--- config.mk ---
export PLATFORM = sky130hd
export DESIGN_NAME = value_mux_arbiter
export DESIGN_NICKNAME = d
export VERILOG_FILES = /design/src/rtl/value_mux_arbiter.sv
export SDC_FILE = /design/constraint.sdc
export NUM_CORES = 1
export LEC_CHECK = 0
export CAP_MARGIN = 10
export CORE_MARGIN = 4
export CORE_UTILIZATION = 27
export DETAILED_ROUTE_END_ITERATION = 7
export GPL_TIMING_DRIVEN = 0
export HOLD_SLACK_MARGIN = 0.02
export PLACE_DENSITY = 0.63
export RECOVER_POWER = 50
export SLEW_MARGIN = 20
export SYNTH_ARGS = -nofsm -noshare
export SYNTH_HDL_FRONTEND = slang
export SYNTH_SLANG_ARGS = --single-unit
--- constraint.sdc ---
create_clock -name clk -period 1.53 [get_ports clk]
set_input_delay 0.306 -clock clk [delete_from_list [all_inputs] [get_ports clk]]
set_output_delay 0.306 -clock clk [all_outputs]
set_load 0.005 [all_outputs]
--- src/rtl/value_mux_arbiter.sv ---
`default_nettype none
// ============================================================================
// Module   : value_mux_arbiter
// Purpose  : Arbitrates the two-input value mux feeding the ALU between two
//            operand requesters, captures the winning value into an output
//            register and presents it downstream with valid/ready.
//            Requester 0 has priority; a burst counter bounds the number of
//            consecutive requester-0 grants while requester 1 is waiting.
// Revision : 1.0  initial release
// ============================================================================
module value_mux_arbiter #(
  parameter int unsigned WIDTH     = 5,
  parameter int unsigned MAX_BURST = 4
) (
  input  logic             clk,
  input  logic             reset,
  input  logic             req0,
  input  logic [WIDTH-1:0] data0,
  input  logic             req1,
  input  logic [WIDTH-1:0] data1,
  output logic             ack0,
  output logic             ack1,
  output logic             sel,
  output logic             out_valid,
  output logic [WIDTH-1:0] out_data,
  input  logic             out_ready
);

  // Counter is wide enough for the full 1..15 burst range.
  localparam logic [3:0] MAX_CNT = 4'(MAX_BURST);

  typedef enum logic [0:0] {
    IDLE = 1'b0,
    SEND = 1'b1
  } state_t;

  state_t             state_q, state_d;
  logic [WIDTH-1:0]   out_data_q, out_data_d;
  logic               sel_q, sel_d;
  logic [3:0]         burst_cnt_q, burst_cnt_d;

  logic               can_capture;
  logic               win0;
  logic               win1;

  // Arbitration, capture and next-state computation.
  always_comb begin
    state_d     = state_q;
    out_data_d  = out_data_q;
    sel_d       = sel_q;
    burst_cnt_d = burst_cnt_q;

    // The output register is free when empty or being drained this cycle.
    can_capture = (state_q == IDLE) || out_ready;
    // Requester 1 wins when uncontested or when requester 0 has used up its burst.
    win1        = can_capture && req1 && (!req0 || (burst_cnt_q == MAX_CNT));
    win0        = can_capture && !win1 && req0;

    if (win0 || win1) begin
      out_data_d = win1 ? data1 : data0;
      sel_d      = win1;
      state_d    = SEND;
      if (win1) begin
        burst_cnt_d = 4'd0;
      end else if (req1) begin
        burst_cnt_d = (burst_cnt_q == MAX_CNT) ? MAX_CNT : (burst_cnt_q + 4'd1);
      end else begin
        burst_cnt_d = 4'd0;
      end
    end else if ((state_q == SEND) && out_ready) begin
      // Value delivered and nothing new to capture.
      state_d = IDLE;
    end
  end

  // State and datapath registers with synchronous reset.
  always_ff @(posedge clk) begin
    if (reset) begin
      state_q     <= IDLE;
      out_data_q  <= '0;
      sel_q       <= 1'b0;
      burst_cnt_q <= 4'd0;
    end else begin
      state_q     <= state_d;
      out_data_q  <= out_data_d;
      sel_q       <= sel_d;
      burst_cnt_q <= burst_cnt_d;
    end
  end

  // Acks are suppressed during reset so no value is consumed and then lost.
  assign ack0      = win0 && !reset;
  assign ack1      = win1 && !reset;
  assign sel       = sel_q;
  assign out_valid = (state_q == SEND);
  assign out_data  = out_data_q;

endmodule
`default_nettype wire

* Word-level counts from Yosys, hierarchy flattened *
Index checks and enable logic that the tools add are counted.

operators by class
  equal/unequal tests = 1
  $add $sub $neg = 1
  reduce and logical (&&, ||, !) cells = 14
  bitwise operators = 1
  multiplexer cells = 6

operators with widths
  cell                                                 count
  two-way mux 4 bit                                    3
  logical AND 1 bit                                    7
  two-way mux 5 bit                                    1
  adder 4 x 1 -> 4 bit, second input constant          1
  equality test 4 x 3 -> 1 bit, second input constant  1
  zero test 1 bit                                      3
  logical OR 1 bit                                     3
  two-way mux 1 bit                                    2
  nonzero test 2 bit                                   1
  NOT 1 bit                                            1

storage, ports and cells
  bits in registers = 11
  output and inout bits = 9
  input bits = 15
  word-level logic and storage cells = 27

* Longest topological paths before layout *
  word-level depth = 9
  mapped depth = 6

* Least setup slack after synthesis *
No wires, ideal clock.

  kind = register -> output
  start = reg burst_cnt_q[0]
  end = out ack1
  path slack = 0.181 ns
  arrival = 1.043 ns
  stages on the path, launching flop included = 7
  required time = 1.224 ns
  cells stage by stage = dfxtp_1 inv_1 ha_1 nand3b_4 nand2_1 nand3_2 nor2_1

between the ends
  cells in the longest elaborated chain, start to end = 4

ends and longest elaborated chain
  what                          RTL line  text
  from (decl)                   40        logic [3:0] burst_cnt_q, burst_cnt_d;
  from (signal assigned)        87        burst_cnt_q <= burst_cnt_d;
  equality test 4 x 3 -> 1 bit  56        win1 = can_capture && req1 && (!req0 || (burst_cnt_q == MAX_CNT));
  logical OR 1 bit              56
  logical AND 1 bit             56
  logical AND 1 bit             93        assign ack1 = win1 && !reset;
  to (decl)                     22        output logic ack1,

Every way passes these cells.

* Final worst setup path *
  start = reg burst_cnt_q[1]
  end = out ack1

Same word-level chain as after synthesis.

==> impl_metrics.ini <==
[global_route]
antenna_found_initial = 0
grtUsageTotal_pct = 11.8
grt_pass1_wl_um = 2480
grt-ovfl-total = 0
grt_pass1_vias = 582
grt_max_degree = 11

[logic_synthesis]
post_synth_most_frequent_cells = dfxtp_1 (11), a21oi_1 (8), inv_1 (7), nand2_1 (6)
synth.cell_area_um2 = 582
avgSynthCellArea_um2 = 9.24
synth.most_common_cell = dfxtp_1
synth_edf_count = 0
syn-num-nets = 80
synthFlopType = dfxtp_1
yosysTopAreaCell = dfxtp_1
synth-seq-cells = 11
synth_top_area_share_pct = 37.8
seq_area_frac_synth_pct = 37.8
ys_types = 23
synth_area_leaders = dfxtp_1 (38%), o221a_2 (9.7%), a21oi_1 (6.9%), inv_1 (4.5%), ha_1 (4.3%)
ys_async_sr_fraction_pct = 0
synthCells = 63
ys.warnings.count = 0

[detailed_routing]
ant_nets = 0
drc = 0
firstDrtPassIters = 4
routedWlPerCell_um = 12.4
routed-wl-met3_um = 91
dr.max_layer_used = met4
via_per_inst = 4.71
vias = 594
wl_um = 1570
met2_length_um = 757
drt-met1-wl_um = 688
drtIter0Drc = 7

[power]
p_leak_nw = 0.391
power_density_nw_per_um2 = 714
p_total_w = 0.000686
peakVddDrop_uv = 371

[place]
gp_congestion = 0.715
dp_slack_ns = -0.626
hpwl_um = 990
port-buffer-count = 23

[finish]
antenna_cells = 0
drive_gt1_share_pct = 35.4
utilization_pct = 48.0
fin_nets = 117
fill_cells = 195
synthToLayoutAreaGrowth_pct = 65.2

[clocking]
clk_pin_slew_worst_paths_ns = 0.07
numCtsBuffers = 3
cts_tree = yes
clk_latency_ns = 0.27
cts_root_buf = clkbuf_4
h-tree-depth = 1
cts_sinks = 11
clockBufferDepth = 2

[sta]
whs_ns = 0.468
period_needed_ns = 1.59
setup_tns_ns = -0.122
maxSlewViolCount = 0
fmax_ghz = 0.628
finalSetupViolCount = 2
hold_viol = 0
setup_slack_ns = -0.0620
fin_crit_sh_pct = 104
fin_skew_ns = 0.00146
slew-limit-headroom_pct = 62.4
worst_slew_pin_slew_ns = 0.560
rsz0062_at_grt = yes

[setup_path]
cp.arrival_ns = 1.29
critPathMaxFanout = 3
slowest_delay_ns = 0.32
path_cells = inv_2 -> ha_4 -> nand3b_4 -> nand2_4 -> nand3_4 -> nor2_2 -> buf_2
startpoint = burst_cnt_q[1]
cp-end-kind = output port
slowest_stage = dfxtp_2
timing.rr.start = out_valid
required_ns = 1.22
critPathKind = reg -> out
worstSetupStartpointType = flip-flop

[floorplan]
num_rows = 16
coreArea_um2 = 2000
io_pins = 24
die_x_um = 54.4
initial_core_util_pct = 29.1
dieArea_um2 = 2960
die_y_um = 54.4

[hold_path]
hold_path.class = reg -> reg
hold_path.startpoint = sel

[status]
status = finished with violations
violations = negative setup slack

[job]
drv_cap = 0
[critical path, delay by kind of cell, from the launching register on]
| kind | cells | cell delay (ns) |
|---|---|---|
| adders and majority gates | 1 | 0.14 |
| buffers and inverters | 2 | 0.18 |
| DFF | 1 | 0.32 |
| and+or+nand+nor | 4 | 0.38 |
[metal layers]
metal / global-route usage (%) / vias to the layer above
met4: 5.81 / 0
met5: 0 / -
met1: 13.4 / 268
li1: - / 298
met3: 3.54 / 5
met2: 19.7 / 23
[final cells by class]
type / instances / area (um^2) / share of cell area [%]
Clock buffer: 4 / 26.3 / 2.73
Inverter: 8 / 30.0 / 3.12
Sequential cell: 11 / 223 / 23.2
Timing Repair Buffer: 32 / 282 / 29.3
Multi-Input combinational cell: 42 / 354 / 36.8
Buffer: 2 / 12.5 / 1.30
Tap cell: 27 / 33.8 / 3.52
[where the power goes]
| group | internal, W | switching [W] | leakage, nW |
|---|---|---|---|
| Combinational | 0.000104 | 0.0000700 | 0.284 |
| Sequential | 0.000304 | 0.00000920 | 0.0916 |
| Clock | 0.000101 | 0.0000984 | 0.0150 |
[kinds of logic (layout without fill, tap and decap cells)]
logic type,count (synthesis),in the layout,synth area share (%)
buffers and inverters,10,46,7.74
adder cells (fa/ha/maj),2,2,4.30
multiplexers,1,1,1.72
AO/OA/AOI/OAI,19,19,28.4
AND/OR/NAND/NOR,20,20,20.0
flip-flops,11,11,37.8
[flip-flops by register name (all words and copies together) (netlist names)]
| register | flops |
|---|---|
| out_data | 5 |
| burst_cnt_q | 4 |
| out_valid | 1 |
| sel | 1 |
[path summary, 6_finish.rpt]
| path | endpoint | slack [ns] | cells after the start |
|---|---|---|---|
| max | ack1 | -0.06 | 7 |
| min | sel | 0.47 | 2 |
| max reg2reg | out_data[0] | 0.06 | 6 |
| min reg2reg | sel | 0.47 | 2 |
[layout by cell type, fill, tap and decap left out, types with 2 or more instances in the layout]
master,netlist,layout
clkdlybuf4s50_1,0,17
buf_4,2,9
dfxtp_1,11,9
a21oi_1,8,8
inv_1,7,5
o221a_2,5,5
nand2_1,6,5
nor2_1,5,4
inv_2,1,3
clkbuf_4,0,3
dlygate4sd2_1,0,3
clkbuf_2,0,2
nand3_1,2,2
nor2b_1,2,2
dfxtp_2,0,2
buf_2,0,2
[through the flow]
step	std cells	instance area, um^2
floorplan	63	582
global placement	113	846
detailed placement	113	846
CTS	125	960
global route	126	961
finish	126	961
[repair_timing]
action,in CTS,in global routing
pin swaps,6,3
gates resized for setup,22,1
setup endpoints to repair,2,2
hold buffers,0,0
buffers inserted,8,1
No activity file was read; power rests on OpenSTA's default activity.
